`src/rtl/interrupt_sequencer_pkg.sv`:
```
// Shared types and default vectors/lengths for the interrupt sequencer slice.
package norz_int_pkg;

  localparam logic [15:0] NMI_VEC_DEF = 16'h0066;
  localparam logic [15:0] IM1_VEC_DEF = 16'h0038;
  localparam int          RST_LEN_DEF = 3;
  localparam int          ACK_LEN_DEF = 6;
  localparam int          NMI_LEN_DEF = 5;
  localparam int          CNT_W       = 4;

  typedef enum logic [2:0] {
    S_IDLE,
    S_RST,
    S_NMI,
    S_INT,
    S_DONE
  } seq_state_t;

  typedef enum logic [1:0] {
    K_RESTART = 2'd0,
    K_IM0     = 2'd1,
    K_IM2     = 2'd2
  } vec_kind_t;

  // Sequence entry requested on the current edge; drives the IFF file overrides.
  typedef enum logic [1:0] {
    OP_NONE,
    OP_RST,
    OP_NMI,
    OP_INT
  } seq_op_t;

  typedef struct packed {
    vec_kind_t   kind;
    logic [15:0] pc;
  } vec_t;

  function automatic vec_t int_vector(input logic [1:0]  imode,
                                      input logic [7:0]  ireg,
                                      input logic [7:0]  data,
                                      input logic [15:0] im1_vec);
    vec_t v;
    case (imode)
      2'd1:    v = '{kind: K_RESTART, pc: im1_vec};
      2'd2:    v = '{kind: K_IM2,     pc: {ireg, data[7:1], 1'b0}};
      default: v = '{kind: K_IM0,     pc: {8'h00, data}};
    endcase
    return v;
  endfunction

endpackage

```
`src/rtl/interrupt_sequencer_iff_unit.sv`:
```
// IFF1/IFF2, EI shadow and interrupt mode; sequence overrides beat decoder strobes.
module int_iff_unit
  import norz_int_pkg::*;
(
  input  logic       clk,
  input  logic       reset,
  input  logic       instr_end,
  input  logic       dec_ei,
  input  logic       dec_di,
  input  logic       dec_retn,
  input  logic       dec_im_wr,
  input  logic [1:0] dec_im,
  input  seq_op_t    seq_op,
  output logic       iff1,
  output logic       iff2,
  output logic [1:0] imode,
  output logic       int_block
);

  logic shadow;

  always_ff @(posedge clk) begin
    if (reset) begin
      iff1   <= 1'b0;
      iff2   <= 1'b0;
      imode  <= 2'd0;
      shadow <= 1'b0;
    end else begin
      if (instr_end) begin
        shadow <= dec_ei;
        if (dec_di) begin
          iff1 <= 1'b0;
          iff2 <= 1'b0;
        end else if (dec_ei) begin
          iff1 <= 1'b1;
          iff2 <= 1'b1;
        end else if (dec_retn) begin
          iff1 <= iff2;
        end
        if (dec_im_wr && dec_im != 2'd3) imode <= dec_im;
      end
      // Placed last so a sequence entry overrides a same-cycle decoder write.
      case (seq_op)
        OP_RST: begin
          iff1   <= 1'b0;
          iff2   <= 1'b0;
          imode  <= 2'd0;
          shadow <= 1'b0;
        end
        OP_NMI: begin
          iff1 <= 1'b0;
          iff2 <= iff1;
        end
        OP_INT: begin
          iff1 <= 1'b0;
          iff2 <= 1'b0;
        end
        default: ;
      endcase
    end
  end

  // The EI itself and any boundary before the following instruction retires are blocked.
  assign int_block = (instr_end & dec_ei) | (shadow & ~instr_end);

endmodule

```
`src/rtl/interrupt_sequencer.sv`:
```
// Arbitrates latched reset/NMI/INT requests at instruction boundaries and steps the
// chosen special sequence, issuing clear strobes and the restart vector.
module interrupt_sequencer
  import norz_int_pkg::*;
#(
  parameter logic [15:0] NMI_VEC = NMI_VEC_DEF,
  parameter logic [15:0] IM1_VEC = IM1_VEC_DEF,
  parameter int          RST_LEN = RST_LEN_DEF,
  parameter int          ACK_LEN = ACK_LEN_DEF,
  parameter int          NMI_LEN = NMI_LEN_DEF
) (
  input  logic        Clk,
  input  logic        Reset,
  input  logic        TRESET,
  input  logic        TNMI,
  input  logic        TINT,
  input  logic        TWAIT,
  input  logic        InstrEnd,
  input  logic        Halted,
  input  logic        DecEI,
  input  logic        DecDI,
  input  logic        DecRETN,
  input  logic [1:0]  DecIM,
  input  logic        DecIMWr,
  input  logic [7:0]  IReg,
  input  logic [7:0]  DataIn,
  output logic        notIFF1,
  output logic        IFF2,
  output logic [1:0]  IMode,
  output logic        P2_Reset_TINT,
  output logic        P2_Reset_TNMI,
  output logic        P2_Reset_ALLUNOFFICIALFF,
  output logic        SeqBusy,
  output logic        IntAckCyc,
  output logic        SeqDone,
  output logic [1:0]  VecKind,
  output logic [15:0] VecPC
);

  localparam logic [CNT_W-1:0] CNT_ONE    = CNT_W'(1);
  localparam logic [CNT_W-1:0] RST_LAST   = CNT_W'(RST_LEN - 1);
  localparam logic [CNT_W-1:0] NMI_LAST   = CNT_W'(NMI_LEN - 1);
  localparam logic [CNT_W-1:0] ACK_LAST   = CNT_W'(ACK_LEN - 1);
  localparam logic [CNT_W-1:0] ACK_SAMPLE = CNT_W'(ACK_LEN - 2);

  seq_state_t       state;
  logic [CNT_W-1:0] cnt;
  seq_op_t          seq_op;
  vec_t             vec;
  logic             iff1;
  logic             int_block;
  logic             advance;
  logic             p2_all, p2_nmi, p2_int;

  int_iff_unit u_iff (
    .clk       (Clk),
    .reset     (Reset),
    .instr_end (InstrEnd),
    .dec_ei    (DecEI),
    .dec_di    (DecDI),
    .dec_retn  (DecRETN),
    .dec_im_wr (DecIMWr),
    .dec_im    (DecIM),
    .seq_op    (seq_op),
    .iff1      (iff1),
    .iff2      (IFF2),
    .imode     (IMode),
    .int_block (int_block)
  );

  // Entry decision: boundary arbitration in IDLE, or reset abort of an ack sequence.
  always_comb begin
    seq_op = OP_NONE;
    if ((state == S_NMI || state == S_INT) && TRESET) begin
      seq_op = OP_RST;
    end else if (state == S_IDLE && (InstrEnd || Halted)) begin
      if (TRESET)                             seq_op = OP_RST;
      else if (TNMI)                          seq_op = OP_NMI;
      else if (TINT && iff1 && !int_block)    seq_op = OP_INT;
    end
  end

  // Cycle 0 always advances so the entry strobe cannot repeat under a wait.
  assign advance = (cnt == '0) || !TWAIT;

  always_ff @(posedge Clk) begin
    if (Reset) begin
      state  <= S_IDLE;
      cnt    <= '0;
      p2_all <= 1'b0;
      p2_nmi <= 1'b0;
      p2_int <= 1'b0;
      vec    <= '{kind: K_RESTART, pc: 16'h0000};
    end else begin
      p2_all <= 1'b0;
      p2_nmi <= 1'b0;
      p2_int <= 1'b0;
      case (seq_op)
        OP_RST: begin
          state  <= S_RST;
          cnt    <= '0;
          p2_all <= 1'b1;
          vec    <= '{kind: K_RESTART, pc: 16'h0000};
        end
        OP_NMI: begin
          state  <= S_NMI;
          cnt    <= '0;
          p2_nmi <= 1'b1;
          vec    <= '{kind: K_RESTART, pc: NMI_VEC};
        end
        OP_INT: begin
          state  <= S_INT;
          cnt    <= '0;
          p2_int <= 1'b1;
        end
        default: begin
          case (state)
            S_RST: begin
              if (cnt == RST_LAST) state <= S_DONE;
              else                 cnt   <= cnt + CNT_ONE;
            end
            S_NMI: begin
              if (advance) begin
                if (cnt == NMI_LAST) state <= S_DONE;
                else                 cnt   <= cnt + CNT_ONE;
              end
            end
            S_INT: begin
              if (cnt == ACK_SAMPLE) vec <= int_vector(IMode, IReg, DataIn, IM1_VEC);
              if (advance) begin
                if (cnt == ACK_LAST) state <= S_DONE;
                else                 cnt   <= cnt + CNT_ONE;
              end
            end
            S_DONE: begin
              state <= S_IDLE;
              cnt   <= '0;
            end
            default: state <= S_IDLE;
          endcase
        end
      endcase
    end
  end

  assign notIFF1                  = ~iff1;
  assign P2_Reset_TINT            = p2_int;
  assign P2_Reset_TNMI            = p2_nmi;
  assign P2_Reset_ALLUNOFFICIALFF = p2_all;
  assign SeqBusy                  = (state != S_IDLE);
  assign SeqDone                  = (state == S_DONE);
  assign IntAckCyc                = (state == S_INT) && (cnt >= CNT_ONE) && (cnt <= ACK_SAMPLE);
  assign VecKind                  = vec.kind;
  assign VecPC                    = vec.pc;

endmodule

```
`config.mk`:
```
export PLATFORM = sky130hd
export DESIGN_NAME = interrupt_sequencer
export DESIGN_NICKNAME = d
export VERILOG_FILES = /design/src/rtl/interrupt_sequencer_pkg.sv /design/src/rtl/interrupt_sequencer_iff_unit.sv /design/src/rtl/interrupt_sequencer.sv
export SDC_FILE = /design/constraint.sdc
export NUM_CORES = 1
export LEC_CHECK = 0
export CORE_AREA = 2 2 61 75
export DETAILED_ROUTE_END_ITERATION = 12
export DIE_AREA = 0 0 63 77
export PLACE_DENSITY = 0.77
export SLEW_MARGIN = 20
export SYNTH_ARGS = -nofsm -noshare
export SYNTH_HDL_FRONTEND = slang
export SYNTH_SLANG_ARGS = --single-unit
```
`constraint.sdc`:
```
create_clock -name Clk -period 3.5 [get_ports Clk]
set_clock_uncertainty 0.05 [all_clocks]
set_input_delay 0.7 -clock Clk [delete_from_list [all_inputs] [get_ports Clk]]
set_output_delay 0.7 -clock Clk [all_outputs]
set_load 0.02 [all_outputs]
```
## Word-level counts from Yosys, hierarchy flattened

Index checks and enable logic that the tools add are counted.

| storage, ports and cells | value |
|---|---|
| register bits | 33 |
| memory bits (writable) | 0 |
| ROM bits | 0 |
| bits in latches | 0 |
| memories kept | 0 |
| output and inout port bits | 28 |

| cells by class | value |
|---|---|
| equality and inequality tests | 23 |
| reduce and logical (&&, ||, !) cells | 30 |
| muxes and demuxes | 32 |
| order comparisons | 2 |
| divide/modulo/power cells | 0 |
| shifts and indexed selects | 0 |
| add/sub/neg operators | 1 |
| bitwise gates (word level) | 6 |
| multipliers | 0 |

Operator list:

| operator | count |
|---|---|
| case mux 18 bit (3 select lines) | 1 |
| 2-to-1 mux 18 bit | 2 |
| case mux 18 bit (2 select lines) | 1 |
| 2-to-1 mux 4 bit | 5 |
| case mux 3 bit (3 select lines) | 2 |
| case mux 4 bit (4 select lines) | 1 |
| 2-to-1 mux 3 bit | 5 |
| != test 5 x 2 -> 1 bit, second input constant | 3 |
| nonzero test 3 bit | 5 |
| != test 2 bit, second input constant | 6 |
| 2-to-1 mux 2 bit | 5 |
| != test 5 x 1 -> 1 bit, second input constant | 2 |
| 2-to-1 mux 1 bit | 9 |
| == test 4 x 3 -> 1 bit, second input constant | 2 |
| nonzero test 4 bit | 2 |
| logical AND 1 bit | 7 |
| == test 2 bit, second input constant | 3 |
| == test 3 x 2 -> 1 bit, second input constant | 2 |
| AND reduction 2 bit | 3 |
| AND reduction 6 bit | 1 |
| AND reduction 5 bit | 1 |
| adder 4 x 1 -> 4 bit, second input constant | 1 |
| == test 2 x 1 -> 1 bit, second input constant | 2 |
| == test 4 x 2 -> 1 bit, second input constant | 1 |
| other kinds (15) | 22 |

## Longest topological paths before layout

| depth | value |
|---|---|
| depth after elaboration | 14 |
| depth in mapped cells | 13 |

## Cells and area by module

From an unflattened synthesis, not the netlist that was laid out.

| second synthesis, totals | value |
|---|---|
| cells, all modules | 202 |
| area total of the unflattened synthesis | 1803.0 µm² |

By module, submodules not included:

| module | cells each | sequential area each (µm²) | area each (µm²) | instances |
|---|---|---|---|---|
| interrupt_sequencer | 177 | 560.5 | 1575.3 | 1 |
| int_iff_unit | 25 | 100.1 | 227.7 | 1 |

## Worst setup path before layout

No wires, ideal clock.

| path | value |
|---|---|
| path type | input to register |
| start point | in InstrEnd |
| end point | reg vec, in the netlist VecPC[3] |
| path buffers | 3 |
| cell stages on the path | 12 |
| required time | 3.380 ns |
| arrival | 3.136 ns |
| slack | 0.244 ns |
| cells stage by stage | buf_2 -> mux2i_1 -> a21oi_1 -> or4_1 -> inv_1 -> ha_1 -> clkbuf_1 -> nor2_1 -> and2_1 -> clkbuf_1 -> or4_1 -> a21oi_1 |

| on the way | value |
|---|---|
| cells in the longest elaborated chain, start to end | 13 |
| elaborated cells on any way between the ends | 21 |
| classes of those cells | eq/ne: 3; mux: 6; bitwise: 5; reduce/logical: 7 |

RTL lines:

| item | RTL line | text |
|---|---|---|
| from (decl) | interrupt_sequencer.sv:18 | `input logic InstrEnd,` |
| NOT 1 bit | interrupt_sequencer_iff_unit.sv:64 | `assign int_block = (instr_end & dec_ei) \| (shadow & ~instr_end);` |
| bitwise AND 1 bit | interrupt_sequencer_iff_unit.sv:64 |  |
| OR 1 bit | interrupt_sequencer_iff_unit.sv:64 |  |
| logical NOT 1 bit | interrupt_sequencer.sv:79 | `else if (TINT && iff1 && !int_block) seq_op = OP_INT;` |
| logical AND 1 bit | interrupt_sequencer.sv:79 |  |
| 2-to-1 mux 2 bit | interrupt_sequencer.sv:79 |  |
| 2-to-1 mux 2 bit | interrupt_sequencer.sv:78 | `else if (TNMI) seq_op = OP_NMI;` |
| 2-to-1 mux 2 bit | interrupt_sequencer.sv:77 | `if (TRESET) seq_op = OP_RST;` |
| 2-to-1 mux 2 bit (*) | interrupt_sequencer.sv:76 | `end else if (state == S_IDLE && (InstrEnd \|\| Halted)) begin` |
| 2-to-1 mux 2 bit (*) | interrupt_sequencer.sv:74 | `if ((state == S_NMI \|\| state == S_INT) && TRESET) begin` |
| == test 2 bit / == test 2 x 1 -> 1 bit (equally long branches) | interrupt_sequencer.sv:98 | `case (seq_op)` |
| nonzero test 3 bit (no line) / NOT 1 bit (equally long branches) | - |  |
| AND reduction 3 bit (no line) | - |  |
| to (signal assigned) | interrupt_sequencer.sv:93 | `vec <= '{kind: K_RESTART, pc: 16'h0000};` |
| to (signal assigned) | interrupt_sequencer.sv:103 | `vec <= '{kind: K_RESTART, pc: 16'h0000};` |
| to (signal assigned) | interrupt_sequencer.sv:109 | `vec <= '{kind: K_RESTART, pc: NMI_VEC};` |
| to (decl) | interrupt_sequencer.sv:49 | `vec_t vec;` |

Mark *: on every way between the ends. The rest lies on a longest branch, timed or not.
A chain may end at the register's enable or synchronous reset.

## Final worst setup path

| path | value |
|---|---|
| start point | in InstrEnd |
| end point | reg vec, in the netlist VecPC[0] |

Same word-level chain as after synthesis.

==> summary.md <==
| Metric | Value |
|---|---|
| Unrepaired setup endpoints after global routing | `false` |
| Register area share after synthesis | `36.02%` |
| Critical path, cell by cell | `clkdlybuf4s50_1, mux2i_1, a21oi_1, or4_1, inv_1, ha_1, nor2_1, and2_1, or4b_1, a21oi_1` |
| R2R depth | `9` |
| Ports | `58` |
| Async set-or-reset flop fraction in the synthesized netlist | `0%` |
| Cells after Synth | `215` |
| Crit path to | `VecPC[0]` |
| Initial antenna violation count | `0` |
| Post-synth EDFFs | `0` |
| Root buf cell | `clkbuf_8` |
| Row cnt | `26` |
| H-tree Lvls | `2` |
| Final #Nets | `321` |
| Mean area per synthesized cell | `8.531 µm²` |
| Post-DR wirelength/cell | `13.00 µm` |
| Antenna violation net count after detailed routing | `0` |
| Endpoints failing setup | `0` |
| DRT iter0 DRCs | `95` |
| Period utilization | `91.30%` |
| Static Leakage | `0.9756 nW` |
| Commonest non-fill, non-tap cell in the layout | `clkdlybuf4s50_1` |
| Vias in the first global route | `1664` |
| CTS tree | `built` |
| Crit path required time | `3.66 ns` |
| Crit path launch | `InstrEnd` |
| Total gr overflow | `0` |
| Synth Register Bits | `33` |
| Worst-Skew Late Latency | `0.29 ns` |
| CTS-repair resized insts | `0` |
| Share of cells above drive strength 1 | `9.964%` |
| Final min period | `3.196 ns` |
| Synth Warn # | `0` |
| Detailed placement HPWL | `3417 µm` |
| Worst Path Max Fanout | `11` |
| Drt total wl | `4382 µm` |
| Total number of vias | `1714` |
| Setup_tns | `0 ns` |
| CP max stage cell | `or4b_1` |
| Pre-antenna DRT Iters | `4` |
| CP startpoint kind | `input pin` |
| Die area | `4851 µm²` |
| Synth cell types | `46` |
| Critical path's top delay family | `simple AND/OR/NAND/NOR gates` |
| DIE HEIGHT | `77 µm` |
| DRC viols | `0` |
| Highest Clock Rate | `312.9 MHz` |
| Reg2Reg Launch Point | `state[1]` |
| Delay of the slowest cell on the worst path | `0.55 ns` |
| Port bufs | `57` |
| First-pass GRT wire length | `7541 µm` |
| Least-Margin Pin Slew | `0.5297 ns` |
| CTS Buf Count | `5` |
| Cts-stage hold buffer count | `0` |
| CP Capture Type | `flip-flop` |
| Post-synth design cell area | `1834 µm²` |
| Primary FF master, synth | `dfxtp_1` |
| Max Slew Vio Count | `0` |
| Maximum VDD drop | `0.2850 mV` |
| # fillers | `377` |
| CP arrival | `3.36 ns` |
| Routability cong. | `0.8509` |
| R2R Setup Slk | `0.67 ns` |
| Clock Tree Buf Depth | `2` |
| Clk sinks | `33` |
| Status | `complete, no violations` |
| Power density cells | `385.9 nW/µm²` |
| Post-CTS Repair Setup Buffers | `0` |
| Final instance area | `2613 µm²` |
| Relative slew slack | `64.58%` |
| Commonest non-fill, non-tap cells in the layout | `57 x clkdlybuf4s50_1, 33 x dfxtp_1, 20 x a21oi_1, 19 x nor2_1, 16 x nand2_1` |
| RR Endpoint | `VecPC[0]` |
| Number of cells on the critical path | `10` |
| # Max-Cap Violations | `0` |
| Diodes inserted | `0` |
| CP dominant cell by count | `a21oi_1` |
| Die width | `63 µm` |
| WP buf/inv | `2` |
| Worst hold-check path type | `flip-flop to flip-flop` |
| Largest net degree at the start of global routing | `18` |
| Critical setup path kind | `input pin to flip-flop` |
| Post-DP Area | `2522 µm²` |
| Core ar. | `4131 µm²` |
| GRT Total Usage | `19.19%` |
| Vias/cell | `5.086` |
| Clock transition at path regs | `0.07 ns` |
| Layout area overhead | `42.43%` |
| Syn_nets | `255` |
| Final hold vios | `0` |
| Initial core utilization | `44.40%` |
layout make-up:
type | count | area, µm² | area share [%]
Sequential cell | 33 | 660.6 | 25.29
Clock buffer | 6 | 82.58 | 3.161
Timing Repair Buffer | 68 | 665.6 | 25.48
Clock inverter | 1 | 7.507 | 0.2874
Multi-Input combinational cell | 161 | 1081 | 41.38
Inverter | 12 | 45.04 | 1.724
Tap cell | 56 | 70.07 | 2.682
worst min-delay path, cell delays in order (launching register included):
cell and delay (ns):
dfxtp_1 0.31, nand2b_1 0.07, o21ai_1 0.05
synthesized netlist by cell type, drive strengths merged, types with 2 or more instances:
cell / n / share of area [%]
dfxtp: 33 / 36
a21oi: 20 / 5.5
nor2: 20 / 4.2
nand2: 16 / 3.3
inv: 12 / 2.5
mux2i: 12 / 6.5
nand2b: 12 / 4.1
o21ai: 11 / 3.2
ha: 10 / 6.8
nor2b: 6 / 2.0
nor3: 6 / 1.6
buf: 5 / 1.8
a211oi: 4 / 2.7
and2: 4 / 1.4
clkbuf: 4 / 0.82
nor4: 4 / 1.4
or4: 4 / 1.6
nand4: 3 / 1.0
o211ai: 3 / 1.2
a2111oi: 2 / 1.3
nand3: 2 / 0.55
nor3b: 2 / 0.82
or3: 2 / 0.68
or3b: 2 / 0.96
xnor2: 2 / 0.96
worst min-delay path by stage:
stage                from    endpoint  slack, ns  depth (start not counted)
6_report       VecKind[1]  VecKind[1]       0.42                          2
3_5_place_dp   VecKind[1]  VecKind[1]       0.41                          2
2_1_floorplan      cnt[1]      cnt[1]       0.44                          2
3_3_place_gp   VecKind[1]  VecKind[1]       0.40                          2
4_1_cts        VecKind[1]  VecKind[1]       0.43                          2
5_1_grt          VecPC[9]    VecPC[9]       0.44                          2
where the power goes:
group	internal [mW]	switching [mW]	total, mW
combinational	0.147	0.157	0.304
sequential	0.396	0.0177	0.414
clock	0.155	0.135	0.290
cells by family (layout without fill, tap and decap cells):
| logic type | count (synthesis) | count (layout) | share of synthesized area (%) |
|---|---|---|---|
| DFF | 33 | 33 | 36.02 |
| muxes | 13 | 13 | 7.163 |
| and+or+nand+nor | 88 | 88 | 26.06 |
| xor gates and xnor gates | 3 | 3 | 1.433 |
| adders and majority gates | 10 | 10 | 6.821 |
| AOI/OAI and AO/OA | 47 | 47 | 17.46 |
| buffers and inverters | 21 | 87 | 5.047 |
flip-flops by register name (all words and copies together), names as in the netlist:
name and cells:
u_iff.iff1 1, u_iff.shadow 1, u_iff.imode 2, u_iff.iff2 1, P2_Reset_TINT 1, VecKind 2
VecPC 16, state 3, cnt 4, P2_Reset_TNMI 1, P2_Reset_ALLUNOFFICIALFF 1
metal layers:
layer / GRT usage (%) / up-vias / part of all wire [%]
met5: 0 / - / 0
met4: 5.333 / 0 / 0.87
met3: 6.305 / 6 / 6.8
met2: 32.77 / 48 / 48
met1: 22.79 / 771 / 44
li1: - / 889 / -
stage by stage:
step           util, %  power, mW  instances  setup WS (ns)  hold slack (ns)
5_1_grt          63.23      1.064        337         0.1121           0.4378
3_5_place_dp     61.05     0.7264        330        0.03719           0.4127
3_3_place_gp     61.05     0.7214        330        0.07797           0.4032
6_report         63.23      1.008        337         0.3044           0.4217
4_1_cts          63.23      1.016        337         0.3053           0.4288
2_1_floorplan        -     0.6064        215         0.2436           0.4442
(Power assumes the default switching activity.)
